[src/rtl/pipeline_pkg.sv]
// pipeline_pkg
//   Shared constants for the pixel pipeline:
//     - default frame geometry and pixel width
//     - slice indices of a 3x3 window in a packed 9*DWIDTH bus
//       (TAP_ij is pixel (r-1+i, c-1+j) around centre (r,c))
//     - state encoding of the window generator
package pipeline_pkg;

    localparam int DWIDTH_DEF = 8;
    localparam int WIDTH_DEF  = 56;
    localparam int HEIGHT_DEF = 56;

    localparam int TAP_00 = 0;
    localparam int TAP_01 = 1;
    localparam int TAP_02 = 2;
    localparam int TAP_10 = 3;
    localparam int TAP_11 = 4;
    localparam int TAP_12 = 5;
    localparam int TAP_20 = 6;
    localparam int TAP_21 = 7;
    localparam int TAP_22 = 8;

    localparam logic [0:0] RUN   = 1'b0;
    localparam logic [0:0] FLUSH = 1'b1;

endpackage

[src/rtl/line_shift_buf.sv]
// line_shift_buf
//   Enable-driven pixel shift register, DEPTH = 2*WIDTH+3 positions deep.
//   Position 0 is the newest pixel. The taps show the buffer as it looks once
//   din has been shifted in, so a window can be registered in the same cycle
//   its newest pixel arrives. Position 0 is therefore din itself and only
//   DEPTH-1 entries are actually stored.
//   Ports:
//     clk   clock
//     en    shift din in this cycle
//     din   incoming pixel
//     taps  positions 0, 1, 2, W, W+1, W+2, 2W, 2W+1, 2W+2 (taps[0..8])
module line_shift_buf #(
    parameter int DEPTH  = 115,
    parameter int DWIDTH = 8
) (
    input  logic                   clk,
    input  logic                   en,
    input  logic [DWIDTH-1:0]      din,
    output logic [8:0][DWIDTH-1:0] taps
);

    localparam int LW = (DEPTH - 3) / 2;

    logic [DWIDTH-1:0] sr [DEPTH-1];

    // NOTE: pure data storage carries no reset; border masking downstream
    // hides whatever stale or power-up contents it holds.
    always_ff @(posedge clk) begin
        if (en) begin
            sr[0] <= din;
            for (int n = 1; n < DEPTH - 1; n++) begin
                sr[n] <= sr[n-1];
            end
        end
    end

    // Position p (p >= 1) after the shift is stored entry p-1 before it.
    always_comb begin
        taps[0] = din;
        taps[1] = sr[0];
        taps[2] = sr[1];
        taps[3] = sr[LW-1];
        taps[4] = sr[LW];
        taps[5] = sr[LW+1];
        taps[6] = sr[2*LW-1];
        taps[7] = sr[2*LW];
        taps[8] = sr[2*LW+1];
    end

endmodule

[src/rtl/window_3x3_gen.sv]
// window_3x3_gen
//   Turns a raster-order pixel stream from a FIFO into one zero-padded 3x3
//   window per pixel. After the last pixel of a frame it shifts in zeros to
//   flush the final WIDTH+1 windows, then starts the next frame.
//   Ports:
//     clk, resetn  clock, asynchronous active-low reset
//     fifo_empty   input FIFO has no data
//     fifo_q       FIFO data, valid the cycle after fifo_rdreq
//     fifo_rdreq   FIFO read request
//     win_valid    win_data holds a window this cycle
//     win_data     9 pixels, slice [DWIDTH*(3*i+j) +: DWIDTH] = (r-1+i, c-1+j)
//     win_first    window centred at (0,0)
//     win_last     window centred at (HEIGHT-1, WIDTH-1)
module window_3x3_gen
    import pipeline_pkg::*;
#(
    parameter int DWIDTH = DWIDTH_DEF,
    parameter int WIDTH  = WIDTH_DEF,
    parameter int HEIGHT = HEIGHT_DEF
) (
    input  logic                  clk,
    input  logic                  resetn,
    input  logic                  fifo_empty,
    input  logic [DWIDTH-1:0]     fifo_q,
    output logic                  fifo_rdreq,
    output logic                  win_valid,
    output logic [9*DWIDTH-1:0]   win_data,
    output logic                  win_first,
    output logic                  win_last
);

    localparam int N  = WIDTH * HEIGHT;
    localparam int CW = $clog2(N + 1);

    localparam logic [CW-1:0] N_C       = CW'(N);
    localparam logic [CW-1:0] N_LAST    = CW'(N - 1);
    localparam logic [CW-1:0] FIRST_WIN = CW'(WIDTH + 1);
    localparam logic [CW-1:0] COL_LAST  = CW'(WIDTH - 1);
    localparam logic [CW-1:0] ROW_LAST  = CW'(HEIGHT - 1);

    logic [0:0]    state;
    logic          rd_d;
    logic [CW-1:0] rd_cnt;
    logic [CW-1:0] px_cnt;
    logic [CW-1:0] out_row;
    logic [CW-1:0] out_col;

    logic                   shift_en;
    logic [DWIDTH-1:0]      shift_din;
    logic [8:0][DWIDTH-1:0] taps;
    logic                   emit;
    logic                   at_last;
    logic                   z_top, z_bot, z_left, z_right;
    logic [9*DWIDTH-1:0]    win_next;

    // Gated by resetn so the request drops the instant reset asserts.
    assign fifo_rdreq = resetn && (state == RUN) && !fifo_empty && (rd_cnt < N_C);

    // FLUSH pushes zeros so the bottom-right windows complete without input.
    assign shift_en  = rd_d || (state == FLUSH);
    assign shift_din = (state == FLUSH) ? '0 : fifo_q;

    line_shift_buf #(
        .DEPTH  (2 * WIDTH + 3),
        .DWIDTH (DWIDTH)
    ) u_buf (
        .clk  (clk),
        .en   (shift_en),
        .din  (shift_din),
        .taps (taps)
    );

    // NOTE: every always_comb output gets a default first so no path can
    // leave it unassigned and infer a latch.
    always_comb begin
        emit     = 1'b0;
        win_next = '0;
        if (state == FLUSH) begin
            emit = 1'b1;
        end else if (rd_d && (px_cnt >= FIRST_WIN)) begin
            emit = 1'b1;
        end

        at_last = (out_row == ROW_LAST) && (out_col == COL_LAST);
        z_top   = (out_row == '0);
        z_bot   = (out_row == ROW_LAST);
        z_left  = (out_col == '0);
        z_right = (out_col == COL_LAST);

        // Window pixel (i,j) sits at buffer position (2-i)*WIDTH + (2-j),
        // i.e. taps[8-(3i+j)]. Masking also hides row wrap and the tail of
        // the previous frame.
        win_next[DWIDTH*TAP_00 +: DWIDTH] = (z_top || z_left)  ? '0 : taps[8];
        win_next[DWIDTH*TAP_01 +: DWIDTH] = z_top              ? '0 : taps[7];
        win_next[DWIDTH*TAP_02 +: DWIDTH] = (z_top || z_right) ? '0 : taps[6];
        win_next[DWIDTH*TAP_10 +: DWIDTH] = z_left             ? '0 : taps[5];
        win_next[DWIDTH*TAP_11 +: DWIDTH] = taps[4];
        win_next[DWIDTH*TAP_12 +: DWIDTH] = z_right            ? '0 : taps[3];
        win_next[DWIDTH*TAP_20 +: DWIDTH] = (z_bot || z_left)  ? '0 : taps[2];
        win_next[DWIDTH*TAP_21 +: DWIDTH] = z_bot              ? '0 : taps[1];
        win_next[DWIDTH*TAP_22 +: DWIDTH] = (z_bot || z_right) ? '0 : taps[0];
    end

    always_ff @(posedge clk or negedge resetn) begin
        if (!resetn) begin
            state     <= RUN;
            rd_d      <= 1'b0;
            rd_cnt    <= '0;
            px_cnt    <= '0;
            out_row   <= '0;
            out_col   <= '0;
            win_valid <= 1'b0;
            win_first <= 1'b0;
            win_last  <= 1'b0;
            win_data  <= '0;
        end else begin
            rd_d      <= fifo_rdreq;
            win_valid <= emit;
            win_first <= emit && z_top && z_left;
            win_last  <= emit && at_last;
            if (emit) begin
                win_data <= win_next;
            end

            if (fifo_rdreq) begin
                rd_cnt <= rd_cnt + 1'b1;
            end

            if (rd_d && (state == RUN)) begin
                px_cnt <= px_cnt + 1'b1;
                if (px_cnt == N_LAST) begin
                    state <= FLUSH;
                end
            end

            if (emit) begin
                if (at_last) begin
                    out_row <= '0;
                    out_col <= '0;
                    if (state == FLUSH) begin
                        rd_cnt <= '0;
                        px_cnt <= '0;
                        state  <= RUN;
                    end
                end else if (out_col == COL_LAST) begin
                    out_col <= '0;
                    out_row <= out_row + 1'b1;
                end else begin
                    out_col <= out_col + 1'b1;
                end
            end
        end
    end

endmodule

[config.mk]
export PLATFORM = sky130hd
export DESIGN_NAME = window_3x3_gen
export DESIGN_NICKNAME = d
export VERILOG_FILES = /design/src/rtl/pipeline_pkg.sv /design/src/rtl/line_shift_buf.sv /design/src/rtl/window_3x3_gen.sv
export SDC_FILE = /design/constraint.sdc
export NUM_CORES = 1
export LEC_CHECK = 0
export BUFFER_PORTS_ARGS = -buffer_cell sky130_fd_sc_hd__buf_2
export CAP_MARGIN = 20
export CORE_ASPECT_RATIO = 2
export CORE_UTILIZATION = 35
export DETAILED_ROUTE_END_ITERATION = 8
export PLACE_DENSITY_LB_ADDON = 0.12
export SLEW_MARGIN = 20
export SYNTH_ARGS = -nofsm -noshare
export SYNTH_HDL_FRONTEND = slang
export SYNTH_SLANG_ARGS = --single-unit
[constraint.sdc]
create_clock -name clk -period 47.7 [get_ports clk]
set_clock_uncertainty 0.05 [all_clocks]
set_input_delay 7.155 -clock clk [delete_from_list [all_inputs] [get_ports clk]]
set_output_delay 7.155 -clock clk [all_outputs]
set_load 0.01 [all_outputs]
== Word-level counts from Yosys, hierarchy flattened ==
Memory sizes are Yosys's and may differ from the RTL's.
Index checks and enable logic that the tools add are counted.
Widths: inputs -> output; s select.

* Flip-flop bits (word level): 125
* Bits in writable memories: 912
* Word-level logic and storage cells: 70
* Memories: 1

* Add/sub/neg operators: 4
* Order comparisons: 2
* Equality and inequality tests: 3
* Mux-type cells: 30
* Bitwise gates (word level): 1
* Reductions and logical operators: 19

{| class="wikitable"
|+ Memories
! name !! words !! width !! rd ports !! clocked after Yosys merged registers in !! wr ports !! RTL line !! text
|-
| u_buf.sr || 114 || 8 || 114 || 0 || 114 || line_shift_buf.sv:24 || <nowiki>logic [DWIDTH-1:0] sr [DEPTH-1];</nowiki>
|}

{| class="wikitable"
|+ Operators with widths
! cell !! count
|-
| $mux 12 || 12
|-
| $mux 8 || 9
|-
| $add 12x1->12 const B || 4
|-
| $eq 12x6->1 const B || 2
|-
| $logic_not 12->1 || 2
|-
| $eq 12x12->1 const B || 1
|-
| $ge 12x6->1 const B || 1
|-
| $lt 12x12->1 const B || 1
|-
| $logic_and 1x1->1 || 9
|-
| $mux 1 || 9
|-
| $logic_or 1x1->1 || 5
|-
| $reduce_and 2->1 || 1
|-
| $reduce_bool 2->1 || 1
|-
| $logic_not 1->1 || 1
|-
| $not 1->1 || 1
|}

== Logic depth before layout (Yosys ltp) ==
* Depth after elaboration: 8
* Gate-level depth with buffers: 8

== Modules after synthesis ==
From an unflattened synthesis, not the netlist that was laid out.

* Cell total of the unflattened synthesis: 1,524
* Area, all modules: 33,497.1 µm²

{| class="wikitable"
|+ By module, submodules not included
! module !! times used !! cells each !! area each (µm²)
|-
| line_shift_buf || 1 || 984 || 27,926.8
|-
| window_3x3_gen || 1 || 540 || 5,570.3
|}

== Worst setup path after synthesis ==
No wires, ideal clock.

* Path type: register to register
* From: register rd_d
* To: register out_col[7]
* Library setup time: 0.182 ns
* Arrival: 27.941 ns
* Required time: 47.468 ns
* Slack: 19.527 ns
* Cell stages (with the launch flop): 7
* Clock period less this slack: 28.173 ns
* Cells stage by stage: dfrtp_1 > clkbuf_1 > nor2_1 > inv_1 > clkbuf_1 > nand4_1 > xnor2_1

* Cells in the longest elaborated chain, start to end: 3

{| class="wikitable"
|+ RTL lines
! item !! RTL line !! text
|-
| from (decl) || window_3x3_gen.sv:42 || <nowiki>logic rd_d;</nowiki>
|-
| from (signal assigned) || window_3x3_gen.sv:117 || <nowiki>rd_d <= fifo_rdreq;</nowiki>
|-
| $logic_and 1x1->1 || window_3x3_gen.sv:80 || <nowiki>end else if (rd_d && (px_cnt >= FIRST_WIN)) begin</nowiki>
|-
| $mux 1 || window_3x3_gen.sv:80 ||
|-
| $mux 1 || window_3x3_gen.sv:78 || <nowiki>if (state == FLUSH) begin</nowiki>
|-
| to (signal assigned) || window_3x3_gen.sv:149 || <nowiki>out_col <= out_col + 1'b1;</nowiki>
|-
| to (decl) || window_3x3_gen.sv:46 || <nowiki>logic [CW-1:0] out_col;</nowiki>
|}

Every way passes these cells.
A chain may end at the register's enable or synchronous reset.

== Final worst setup path ==
* From: input port resetn
* To: output port fifo_rdreq

* Cells in the longest elaborated chain, start to end: 3

{| class="wikitable"
|+ RTL lines
! item !! RTL line !! text
|-
| from (decl) || window_3x3_gen.sv:22 || <nowiki>input logic resetn,</nowiki>
|-
| $logic_and 1x1->1 (3 in a row) || window_3x3_gen.sv:57 || <nowiki>assign fifo_rdreq = resetn && (state == RUN) && !fifo_empty && (rd_cnt < N_C);</nowiki>
|-
| to (decl) || window_3x3_gen.sv:25 || <nowiki>output logic fifo_rdreq,</nowiki>
|}

Every way passes these cells.

==> metrics.txt <==
hold_buf cts 0; Peak VDD IR 0.0000285 V; status finished, violations left; Post-CTS Repair Setup Buffers 0; area delta synth->final 15.2%; critical path peak fanout 64; Hold Slack 0.358 ns; fillcell total 8368; Max transition margin 27.9%; Yosys warning count 0; syn_area_per_cell 22.4 µm²; layout cells sized above 1 14.8%; Worst Hold Launch u_buf.sr[1][346]; flop2flop setup slack 42.42 ns; async set-reset flop share out of synthesis 12.1%; Num CTS Buffers 94; Core Area 93900 µm²; largest net degree at the start of global routing 199; Cell Area, Synth 33100 µm²; area share of the largest cell type after synthesis 82.6%; drt wl/cell 17.8 µm; Final Cell Area 38200 µm²; fin crit share 33.5%; die width 220 µm; Final WS setup 31.71 ns; sw power 369 µW; Cells after DPL 2754; Seq pwr share 56.3%; Hold EP u_buf.sr[1][354]; first-pass GRT wire length 84400 µm; r2r startpoint state; buffer depth of the longest clock path 3; register area share after synthesis 92.1%; # setup viols final 0; MaxCap Viol Count 0; cell taking the most area after synthesis edfxtp_1; Post-synth EDFFs 912; GRT Overall Usage 11.2%; vias in the first global route 14300; Critical Path Start resetn; Post-DP HPWL 25100 µm; die area 96000 µm²; #FFs+latches synth 1037; Antenna diodes 0; post-layout min period 15.99 ns; Sink Count 1037; Min-Delay Path Class flop to flop; hold depth 0; H-tree depth 3; Area contributors post-synth edfxtp_1 83%, dfrtp_1 9.4%, o21ai_0 1.4%; Pins Over Slew Limit 0; top_reg_cell synth edfxtp_1; P_int 1440 µW; CTS tree built; minimum setup slack after placement 31.72 ns; unrepaired setup endpoints after global routing false; Mapped Cells 1478; fmax 62.5 MHz; vias per cell 4.70; Cell variety after synth 48; initial DRC count 1112; syn_nets 1497; Clk pwr share 41.1%; Hold Fails Final Rpt 0; Final Wtd Congestion 0.713; Post-DP Area 35100 µm²; row cnt 159; clock root buffer clkbuf_16; Comb pwr share 2.6%; Required @ worst endpoint 40.49 ns; Pleak 0.0115 µW; violated checks design-rule violations; final net count 1662; PD cells 47.5 nW/µm²; Sw Ratio 20.4%; Routed Antenna Nets 0; drt pass-1 iters 6; DRC violations left 18; setup TNS 0 ns; # port buffers 86; clk_lat worst skew 0.65 ns; routed wire length 52200 µm; RR Endpoint out_row[3]; routed vias 13800; Clock transition at path regs 0.06 ns; die height 437 µm; non-filler instance count after layout 2929; post_cts resized 0; initial core utilization 35.3%; CP arrival 8.79 ns; Critical Path Start Type input port; reg2reg path depth 8; antenna violations before repair 1; Ports 87; total grt overflow 0; worst slew pin tran 1.08 ns; crit end category output pin; Crit Path Category input port to output pin
-- placed cells by master (no fill, tap or decap), types with 13 or more instances in the layout --
master,synthesis,layout
edfxtp_1,912,912
o21ai_0,93,93
dfrtp_1,125,125
clkbuf_16,0,97
xnor2_1,13,13
nand4_1,14,14
clkbuf_1,28,32
nand2_1,52,51
a22o_1,25,25
buf_4,0,13
nor2_1,22,21
inv_1,15,14
buf_2,3,85
nand3_1,24,24
-- logic make-up (layout without fill, tap and decap cells) --
group | Yosys count | in the layout | share of synthesized area, %
compound gates | 165 | 165 | 3.13
xor+xnor | 17 | 17 | 0.449
fa+ha+maj | 8 | 8 | 0.302
buf+inv | 49 | 293 | 0.589
flops | 1037 | 1037 | 92.1
mux | 15 | 15 | 0.487
simple gates | 187 | 187 | 2.97
-- sequential cells by signal (all words and copies together), names as in the netlist --
signal,flops
rd_d,1
state,1
win_first,1
u_buf.sr,912
out_col,12
px_cnt,12
rd_cnt,12
win_valid,1
win_last,1
win_data,72
out_row,12
-- layout make-up --
| cell class | instances | area (µm²) | share of cell area, % |
|---|---|---|---|
| tap | 1207 | 1510 | 3.95 |
| clock buffer | 138 | 2670 | 6.99 |
| sequential | 1037 | 30500 | 79.9 |
| clock inverter | 37 | 363 | 0.950 |
| timing repair buffer | 103 | 597 | 1.56 |
| multi-input combinational | 392 | 2470 | 6.47 |
| inverter | 15 | 63.8 | 0.167 |
-- cells in the mapped netlist, types with 2 or more instances --
cell type,count
buf_1,2
a2111oi_0,6
xnor2_1,13
nand2b_1,5
o211ai_1,8
nor4_1,12
o2111ai_1,2
a32o_1,2
mux2_2,9
a21oi_1,7
a211o_1,2
nor3_1,12
nand3_1,24
clkbuf_1,28
a211oi_1,2
and3_1,12
inv_1,15
nor3b_1,3
edfxtp_1,912
a22o_1,25
nor2_1,22
or4_4,2
or4_1,5
nor2b_1,8
o2bb2ai_1,3
o21ai_0,93
nand4_1,14
mux2i_1,6
a31oi_1,5
nand2_1,52
or3_1,6
nor4b_1,2
and4_1,4
ha_1,8
buf_2,3
o22ai_1,4
xor2_1,4
o31ai_1,2
dfrtp_1,125
-- worst max-delay path by stage --
stage,endpoint,slack (ns)
2_1_floorplan,out_col[7],19.53
3_3_place_gp,fifo_rdreq,31.70
3_5_place_dp,fifo_rdreq,31.72
4_1_cts,fifo_rdreq,31.69
5_1_grt,fifo_rdreq,31.55
6_report,fifo_rdreq,31.71
-- routing by layer --
metal	up-vias	track usage (%)	part of all wire, %
met5	-	0	0
met4	0	4.49	2.7
met3	90	2.77	5.6
met2	295	16.2	44
met1	7254	16.3	47
li1	6138	-	-
-- critical path, stage by stage --
cell and delay, ns:
buf_6 0.45, nor3b_1 0.53, o21ai_0 0.33, inv_1 0.15, buf_2 0.14
-- through the flow --
| stage | util, % | power (µW) |
|---|---|---|
| finish | 40.7 | 1810 |
| global route | 40.7 | 1890 |
| CTS | 40.7 | 1850 |
| detailed placement | 37.4 | 1090 |
| global placement | 37.4 | 1090 |
| floorplan | - | 1110 |
-- power groups by stage --
stage / Combinational (µW) / Sequential, µW / Clock [µW]
global placement: 47.4 / 1040 / 0
CTS: 49.3 / 1020 / 780
floorplan: 27.1 / 1080 / 0
global route: 55.0 / 1020 / 809
detailed placement: 49.5 / 1040 / 0
finish: 47.8 / 1020 / 744
Power figures use the tool's default switching activity.
